==> src/rtl/vga_vram_arbiter.sv <==
// Display/game arbiter for one single-port synchronous VRAM. The display has absolute priority.
// Define VGA_VRAM_POSTED_WR_EN to add a 1-entry posted write buffer for game writes.
module vga_vram_arbiter #(
    parameter int ADDR_W  = 17,
    parameter int DATA_W  = 8,
    parameter int MEM_LAT = 1,
    parameter int CNT_W   = 16
) (
    input  logic              clk,
    input  logic              reset,
    input  logic              disp_req,
    input  logic [ADDR_W-1:0] disp_addr,
    output logic [DATA_W-1:0] disp_rdata,
    output logic              disp_rvalid,
    input  logic              gm_req,
    input  logic              gm_we,
    input  logic [ADDR_W-1:0] gm_addr,
    input  logic [DATA_W-1:0] gm_wdata,
    output logic              gm_ready,
    output logic [DATA_W-1:0] gm_rdata,
    output logic              gm_rvalid,
    output logic              mem_en,
    output logic              mem_we,
    output logic [ADDR_W-1:0] mem_addr,
    output logic [DATA_W-1:0] mem_wdata,
    input  logic [DATA_W-1:0] mem_rdata,
    input  logic              clr_stats,
    output logic [CNT_W-1:0]  gm_wait_cnt
);

    // Handshake: a game transfer is taken in every cycle where gm_req & gm_ready; gm_ready
    // may depend on this cycle's requests. The display is never stalled and needs no ready.
    localparam logic [CNT_W-1:0] CNT_MAX = '1;

    logic              sel_any;
    logic              sel_we;
    logic              sel_disp;
    logic [ADDR_W-1:0] sel_addr;
    logic [DATA_W-1:0] sel_wdata;
    logic [MEM_LAT:0]  tag_v;
    logic [MEM_LAT:0]  tag_disp;

    logic              buf_full;
    logic [ADDR_W-1:0] buf_addr;
    logic [DATA_W-1:0] buf_wdata;

`ifdef VGA_VRAM_POSTED_WR_EN
    logic buf_drain;
    logic buf_load;

    assign buf_drain = buf_full & ~disp_req;
    // Reads wait for an empty buffer so a buffered write can never be overtaken.
    assign gm_ready  = gm_we ? (~buf_full | buf_drain) : (~disp_req & ~buf_full);
    assign buf_load  = gm_req & gm_we & gm_ready & (disp_req | buf_full);

    always_ff @(posedge clk or negedge reset) begin
        if (!reset) begin
            buf_full  <= 1'b0;
            buf_addr  <= '0;
            buf_wdata <= '0;
        end else if (buf_load) begin
            buf_full  <= 1'b1;
            buf_addr  <= gm_addr;
            buf_wdata <= gm_wdata;
        end else if (buf_drain) begin
            buf_full  <= 1'b0;
        end
    end
`else
    assign buf_full  = 1'b0;
    assign buf_addr  = '0;
    assign buf_wdata = '0;
    assign gm_ready  = ~disp_req;
`endif

    always_comb begin
        sel_any   = 1'b0;
        sel_we    = 1'b0;
        sel_disp  = 1'b0;
        sel_addr  = '0;
        sel_wdata = '0;
        if (disp_req) begin
            sel_any  = 1'b1;
            sel_disp = 1'b1;
            sel_addr = disp_addr;
        end else if (buf_full) begin
            sel_any   = 1'b1;
            sel_we    = 1'b1;
            sel_addr  = buf_addr;
            sel_wdata = buf_wdata;
        end else if (gm_req && gm_ready) begin
            sel_any   = 1'b1;
            sel_we    = gm_we;
            sel_addr  = gm_addr;
            sel_wdata = gm_wdata;
        end
    end

    // Tag stage MEM_LAT lines up with the cycle mem_rdata is valid for that access.
    always_ff @(posedge clk or negedge reset) begin
        if (!reset) begin
            mem_en      <= 1'b0;
            mem_we      <= 1'b0;
            mem_addr    <= '0;
            mem_wdata   <= '0;
            tag_v       <= '0;
            tag_disp    <= '0;
            disp_rvalid <= 1'b0;
            gm_rvalid   <= 1'b0;
            disp_rdata  <= '0;
            gm_rdata    <= '0;
        end else begin
            mem_en   <= sel_any;
            mem_we   <= sel_we;
            if (sel_any) begin
                mem_addr  <= sel_addr;
                mem_wdata <= sel_wdata;
            end
            tag_v    <= {tag_v[MEM_LAT-1:0], sel_any & ~sel_we};
            tag_disp <= {tag_disp[MEM_LAT-1:0], sel_disp};
            disp_rvalid <= tag_v[MEM_LAT] & tag_disp[MEM_LAT];
            gm_rvalid   <= tag_v[MEM_LAT] & ~tag_disp[MEM_LAT];
            if (tag_v[MEM_LAT] && tag_disp[MEM_LAT]) disp_rdata <= mem_rdata;
            if (tag_v[MEM_LAT] && !tag_disp[MEM_LAT]) gm_rdata <= mem_rdata;
        end
    end

    always_ff @(posedge clk or negedge reset) begin
        if (!reset) begin
            gm_wait_cnt <= '0;
        end else if (clr_stats) begin
            gm_wait_cnt <= '0;
        end else if (gm_req && !gm_ready && gm_wait_cnt != CNT_MAX) begin
            gm_wait_cnt <= gm_wait_cnt + CNT_W'(1);
        end
    end

endmodule

==> config.mk <==
export PLATFORM = sky130hd
export DESIGN_NAME = vga_vram_arbiter
export DESIGN_NICKNAME = d
export VERILOG_FILES = /design/src/rtl/vga_vram_arbiter.sv
export SDC_FILE = /design/constraint.sdc
export NUM_CORES = 1
export LEC_CHECK = 0
export CAP_MARGIN = 30
export CORE_UTILIZATION = 28
export DETAILED_ROUTE_END_ITERATION = 10
export PLACE_DENSITY_LB_ADDON = 0.3
export RECOVER_POWER = 50
export SYNTH_ARGS = -nofsm -noshare
export SYNTH_HDL_FRONTEND = slang
export SYNTH_SLANG_ARGS = --single-unit
==> constraint.sdc <==
create_clock -name clk -period 2.52 [get_ports clk]
set_clock_uncertainty 0.15 [all_clocks]
set_input_delay 0.378 -clock clk [delete_from_list [all_inputs] [get_ports clk]]
set_output_delay 0.378 -clock clk [all_outputs]
set_load 0.005 [all_outputs]
==> summary.txt, run 1 <==
CTS
  – Total number of clock tree sinks: 65
  – H-tree level count: 3
  – Setup bufs post-CTS: 0
  – Cts repair resizes: 0
  – CTS root buffer: sky130_fd_sc_hd__clkbuf_8
  – CTS tree: built
  – Clock-pin slew reported for the worst setup and hold paths after clock tree synthesis: 70 ps
  – Clock latency of the later-clocked register in the worst-skew pair: 340 ps
  – TritonCTS Buffers: 9
  – CTS Buffer Depth: 2
  – Total of hold buffers inserted after clock tree synthesis: 1

Setup path
  – List of cells traversed by the critical path: ha_1 -> nand4_1 -> nor4_2 -> buf_4 -> or4_1 -> a21oi_1
  – Critical path start-end classification: reg -> reg
  – Worst path max stage delay: 470 ps
  – Last element of the critical path: gm_wait_cnt[6]
  – Length in cells of the worst reg-to-reg path: 6
  – Critical path required time: 2630 ps
  – Capturing element type of the critical path: flop
  – CP bufs+invs: 1
  – Launch point of the worst reg-to-reg path: gm_wait_cnt[0]
  – Critical path peak fanout: 14
  – Source of the critical timing path: gm_wait_cnt[0]
  – Endpoint of the most critical register-to-register path: gm_wait_cnt[6]
  – Cell with the largest stage delay on the worst path: sky130_fd_sc_hd__or4_1
  – Critical Path AT: 2140 ps
  – Levels on crit path: 6
  – Startpoint class of the critical path: flop
  – Largest delay contributor family on the critical path: simple AND/OR/NAND/NOR gates
  – Worst reg-to-reg setup slack: 480 ps

Synth
  – Sequential-to-total area share from yosys stat: 0.579
  – Xor/xnor share of the synthesized area: 0
  – Area leader, netlist: sky130_fd_sc_hd__dfrtp_1
  – Post-synthesis cell area: 2810 sq um
  – Gate count of the mapped netlist: 247
  – Dominant combinational cell family by area after synthesis: multiplexers
  – Top cells by area, synth: sky130_fd_sc_hd__dfrtp_1, sky130_fd_sc_hd__mux2i_1, sky130_fd_sc_hd__mux2_2, sky130_fd_sc_hd__o21ai_0, sky130_fd_sc_hd__nand2_1
  – Cell variety after synth: 32
  – Number of warnings printed during yosys synthesis: 0
  – Post-synthesis net count: 304
  – Register bit total from synthesis: 65
  – Share of the synthesized area in compound gates (AO/OA/AOI/OAI): 0.0868
  – Synthesized-area fraction occupied by and/or/nand/nor cells: 0.138
  – Adder-cell share of the synthesized area: 0.00445
  – Mapped Avg Cell Area: 11.4 sq um
  – Synth top area share: 0.579
  – Multiplexer share of the synthesized area: 0.165

Power and ir drop
  – Leakage power figure: 1.83 nW
  – Power consumption: 2.49 mW
  – Worst VDD drop: 0.232 mV
  – Power per Cell Area: 571 nW/um^2

Route
  – Number of DRC violations after detailed routing: 0
  – DRC violation total after the first TritonRoute iteration: 36
  – Antenna-violating nets left: 0
  – Total wire length: 6970 um
  – Overall via count from detail_route: 2346
  – Post-detailed-route wirelength per cell: 13.7 um
  – Vias per cell: 4.62
  – TritonRoute pass-1 iters: 4

Finish
  – Fraction of layout instances using a drive strength above 1: 0.117
  – Total inserted antenna cells: 0
  – Final net count: 428
  – Syn-to-layout area delta: 55.0%

Timing
  – Transition at the pin with the smallest max-transition slack: 1330 ps
  – FMAX: 0.491 GHz
  – Setup TNS Final: 0 ps
  – Number of hold violations in the final report: 0
  – Min Tclk post-route: 2040 ps
  – Hold slack final: 204 ps
  – Unrepaired setup endpoints after global routing: false
  – Share of the cycle needed by the critical path after routing: 0.808
  – Setup violations, final: 0
  – Slew margin rel.: 0.110
  – Final count of pins violating max slew: 0

Global routing
  – Grt ovf: 0
  – Via count of the first global-routing pass: 2340
  – Global-route wire length before repair: 11100 um
  – Pin count of the biggest net entering global routing: 44
  – Number of antenna violations at the first check in global routing: 0
  – Aggregate global-route resource usage: 0.142

Floorplanning
  – Rows: 36
  – Count of pins on the block boundary: 118
  – Core area: 9770 sq um
  – Die height: 102 um
  – Die width: 102 um
  – Die footprint: 10400 sq um
  – Starting density of the core: 0.288

Run
  – Max-cap violations: 0

Run status
  – Run status: completed

Placement
  – Routability cong.: 0.799
  – Detailed-placement wirelength estimate: 4980 um
  – Port bufs: 117

Worst hold path
  – Hold WC Path Type: reg -> reg
Yosys cell counts (all sizes together):
master / number
o211ai: 1
and4b: 1
nor3: 5
nor3b: 1
o21a: 1
nor2b: 2
nand2b: 1
and3: 3
nor4: 2
o211a: 1
inv: 7
nor2: 14
a211oi: 1
or3: 5
dfrtp: 65
o31ai: 6
a21oi: 9
ha: 1
nand2: 23
a31oi: 2
clkbuf: 8
nand4: 5
buf: 4
or2: 1
mux2i: 26
mux2: 18
or4: 5
o21ai: 20
a311oi: 1
nand3: 8
power breakdown:
part | total [mW] | switching, mW | internal (mW)
logic | 0.418 | 0.142 | 0.275
registers | 1.16 | 0.0388 | 1.12
clock network | 0.908 | 0.403 | 0.505
per-layer routing:
layer | global-route usage | routed length, um | vias up
met2 | 0.232 | 3270 | 87
met4 | 0.0703 | 129 | 0
met5 | 0 | 0 | -
met3 | 0.0342 | 432 | 12
met1 | 0.174 | 3140 | 1114
li1 | - | - | 1133
worst min-delay path by stage:
| stage | from | endpoint | cells past startpoint |
|---|---|---|---|
| floorplan | reset | disp_rdata[0] | 0 |
| global placement | tag_disp[0] | tag_disp[1] | 0 |
| detailed placement | tag_v[0] | tag_v[1] | 0 |
| CTS | tag_v[0] | tag_v[1] | 0 |
| global route | tag_v[0] | tag_v[1] | 0 |
| finish | tag_v[0] | tag_v[1] | 0 |
sequential cells by signal, summed over array words and instances (netlist names):
| signal | flops |
|---|---|
| mem_addr | 17 |
| gm_wait_cnt | 16 |
| disp_rdata | 8 |
| gm_rdata | 8 |
| mem_wdata | 8 |
| tag_disp | 2 |
| tag_v | 2 |
| disp_rvalid | 1 |
| gm_rvalid | 1 |
| mem_en | 1 |
| mem_we | 1 |
final cells by class:
| type | instances | area [sq um] |
|---|---|---|
| tap | 133 | 166 |
| multi-input combinational | 163 | 1110 |
| clock buffer | 11 | 151 |
| sequential | 65 | 1630 |
| timing repair buffer | 125 | 1230 |
| fill | 957 | 5420 |
| inverter | 7 | 26.3 |
| clock inverter | 4 | 52.6 |
placed cells by master (no fill, tap or decap), drive strengths merged, types with 2 or more instances in the layout:
| master | n |
|---|---|
| clkdlybuf4s50 | 114 |
| dfrtp | 65 |
| mux2i | 26 |
| nand2 | 23 |
| o21ai | 20 |
| mux2 | 18 |
| nor2 | 14 |
| clkbuf | 14 |
| a21oi | 9 |
| nand3 | 8 |
| inv | 7 |
| buf | 7 |
| o31ai | 6 |
| nand4 | 5 |
| nor3 | 5 |
| or4 | 5 |
| or3 | 5 |
| and3 | 3 |
| clkinvlp | 3 |
| a31oi | 2 |
| nor2b | 2 |
| nor4 | 2 |
logic make-up (layout without fill, tap and decap cells):
group	count (synthesis)	after routing
DFF	65	65
and+or+nand+nor	76	76
muxes	44	44
AOI/OAI and AO/OA	42	42
buffers and inverters	19	147
adders and majority gates	1	1
per-stage QoR:
stage                     instance area [sq um]  std cells  utilization  setup WS, ps
after floorplan                            2810        247            -           585
after global placement                     4150        492        0.424           544
after detailed placement                   4150        492        0.424           496
after CTS                                  4360        508        0.446           480
after global routing                       4360        508        0.446           329
final                                      4360        508        0.446           484
No activity file was read; power rests on OpenSTA's default activity.
==> run 2, diff against run 1 <==
==> constraint.sdc (replaced) <==
create_clock -name clk -period 1.8 [get_ports clk]
set_clock_uncertainty 0.15 [all_clocks]
set_input_delay 0.27 -clock clk [delete_from_list [all_inputs] [get_ports clk]]
set_output_delay 0.27 -clock clk [all_outputs]
set_load 0.005 [all_outputs]
==> summary.txt, run 2 (same netlist as run 1, synthesis figures left out) <==
Run status
  – Run status: complete, but fails checks
  – Violations in the final reports: negative setup slack

Finish
  – Max reg flops: 17 (unchanged)
  – Total inserted antenna cells: 0 (unchanged)
  – Syn-to-layout area delta: 69.7%
  – Finished Cell Area: 4770 sq um (+9.5%)
  – Biggest regs: mem_addr: 17 flops, gm_wait_cnt: 16 flops
  – Commonest cells after routing, fill and taps aside: sky130_fd_sc_hd__clkdlybuf4s50_1, sky130_fd_sc_hd__dfrtp_1, sky130_fd_sc_hd__buf_4, sky130_fd_sc_hd__mux2i_1, sky130_fd_sc_hd__nand2_1
  – Final net count: 465 (+8.6%)
  – Final Non-Filler Cells: 546 (+7.5%)
  – Register ranked first by flip-flop count: mem_addr
  – Fraction of layout instances using a drive strength above 1: 0.252 (+0.134)
  – Most common library cell in the layout ignoring fill and taps: sky130_fd_sc_hd__clkdlybuf4s50_1

CTS
  – H-tree level count: 3 (unchanged)
  – Clock-pin slew reported for the worst setup and hold paths after clock tree synthesis: 90 ps (+20 ps)
  – Clock latency of the later-clocked register in the worst-skew pair: 340 ps (about the same)
  – CTS root buffer: sky130_fd_sc_hd__clkbuf_8
  – TritonCTS Buffers: 9 (unchanged)
  – Total number of clock tree sinks: 65 (unchanged)
  – CTS Buffer Depth: 2 (unchanged)
  – CTS tree: built

Floorplanning
  – Starting density of the core: 0.288 (unchanged)
  – Rows: 36 (unchanged)
  – Die height: 102 um (unchanged)
  – Die footprint: 10400 sq um (unchanged)
  – Core area: 9770 sq um (unchanged)
  – Die width: 102 um (unchanged)
  – Count of pins on the block boundary: 118 (unchanged)

Global routing
  – Via count of the first global-routing pass: 2457 (+5.0%)
  – Aggregate global-route resource usage: 0.147 (+0.00500)
  – Global-route wire length before repair: 11700 um (+5.1%)
  – Pin count of the biggest net entering global routing: 45 (+2.3%)
  – Grt ovf: 0 (unchanged)
  – Number of antenna violations at the first check in global routing: 0 (unchanged)

Timing
  – Unrepaired setup endpoints after global routing: true
  – Setup TNS Final: -127 ps (-127 ps)
  – Transition at the pin with the smallest max-transition slack: 1040 ps (-300 ps)
  – Slew margin rel.: 0.310 (+0.200)
  – FMAX: 0.540 GHz (+9.9%)
  – Share of the cycle needed by the critical path after routing: 1.03 (+0.222)
  – Smallest setup slack after layout: -52.8 ps (-537 ps)
  – Min Tclk post-route: 1850 ps (-183 ps)
  – Number of hold violations in the final report: 0 (unchanged)
  – Hold slack final: 201 ps (-2.99 ps)
  – Setup violations, final: 5 (+5)
  – Final count of pins violating max slew: 0 (unchanged)

Power and ir drop
  – Leakage power figure: 2.16 nW (+19%)
  – Worst VDD drop: 0.367 mV (+58%)
  – Power per Cell Area: 734 nW/um^2 (+29%)

Run
  – Max-cap violations: 0 (unchanged)

Setup path
  – Capturing element type of the critical path: flop
  – Startpoint class of the critical path: flop
  – Critical path start-end classification: reg -> reg
  – Critical path required time: 1920 ps (-710 ps)
  – Worst reg-to-reg setup slack: -50 ps (-540 ps)
  – Critical path peak fanout: 7 (-7)
  – Critical Path AT: 1970 ps (-170 ps)

Route
  – Vias per cell: 4.59 (-0.57%)
  – Antenna-violating nets left: 0 (unchanged)
  – Number of DRC violations after detailed routing: 0 (unchanged)
  – Total wire length: 7630 um (+9.4%)
  – Post-detailed-route wirelength per cell: 14.0 um (+1.8%)
  – Overall via count from detail_route: 2507 (+6.9%)
  – DRC violation total after the first TritonRoute iteration: 66 (+83%)
  – TritonRoute pass-1 iters: 4 (unchanged)

Placement
  – Port bufs: 117 (unchanged)
  – Placed cell area: 4390 sq um (+5.8%)
  – Routability cong.: 0.795 (-0.44%)
  – Post-Place Cells: 521 (+5.9%)
  – Detailed-placement wirelength estimate: 5340 um (+7.2%)

Worst hold path
  – Hold WC Path Type: reg -> reg
## run 2: cell count changes in the layout (fill, tap and decap cells not counted), moves of 4 or more
cell,before,now
sky130_fd_sc_hd__dlymetal6s2s_1,0,4
sky130_fd_sc_hd__buf_6,0,4
sky130_fd_sc_hd__buf_4,5,36
sky130_fd_sc_hd__dlygate4sd2_1,0,5
sky130_fd_sc_hd__a21oi_1,9,4
sky130_fd_sc_hd__clkdlybuf4s50_1,114,106
sky130_fd_sc_hd__a21oi_2,0,5
## run 2: cell type report
type / instances / area, sq um
fillers: 939 / 5000
flip-flops and latches: 65 / 1630
repair buffers: 162 / 1520
clock inverters: 6 / 66.3
clock buffers: 10 / 138
inverters: 7 / 26.3
well taps: 133 / 166
multi-input cells: 163 / 1220
## run 2: path summary, 6_finish.rpt
| kind | startpoint | cells past startpoint | endpoint |
|---|---|---|---|
| min reg2reg | tag_v[0] | 0 | tag_v[1] |
| max in group asynchronous | reset | 3 | mem_we |
| min | tag_v[0] | 0 | tag_v[1] |
| max reg2reg | gm_wait_cnt[1] | 6 | gm_wait_cnt[6] |
| max | gm_wait_cnt[1] | 6 | gm_wait_cnt[6] |
| min in group asynchronous | reset | 2 | gm_wait_cnt[1] |
## run 2: what timing repair did
item	CTS	global route
setup buffers	2	5
setup endpoints to repair	11	20
endpoints found under the hold margin	14	0
cloned	0	1
pin swaps	6	5
resized for setup	13	32
hold buffers	1	0
## run 2: power breakdown
group	internal [mW]	switching, mW
combinational	0.394	0.205
clock	0.682	0.594
sequential	1.57	0.0548
total	2.65	0.854
## run 2: metal layers
layer / vias up / GRT usage / wire [um]
li1: 1209 / - / -
met1: 1205 / 0.187 / 3460
met2: 85 / 0.247 / 3700
met3: 8 / 0.0239 / 386
met4: 0 / 0.0593 / 89
met5: - / 0 / 0
## run 2: worst max-delay path, cell delays in order (launching register included)
cell	delay (ps)
sky130_fd_sc_hd__dfrtp_1	410
sky130_fd_sc_hd__ha_2	210
sky130_fd_sc_hd__nand4_1	140
sky130_fd_sc_hd__nor4_2	70
sky130_fd_sc_hd__buf_4	170
sky130_fd_sc_hd__or4_4	490
sky130_fd_sc_hd__a21oi_2	130
## run 2: stage by stage
| stage | worst slack, ps | util | total power, mW |
|---|---|---|---|
| finish | -52.8 | 0.488 | 3.50 |
| global route | -134 | 0.488 | 3.68 |
| CTS | -24.8 | 0.475 | 3.56 |
| detailed placement | -351 | 0.449 | 2.27 |
| global placement | -341 | 0.449 | 2.25 |
| floorplan | -59.7 | - | 1.83 |
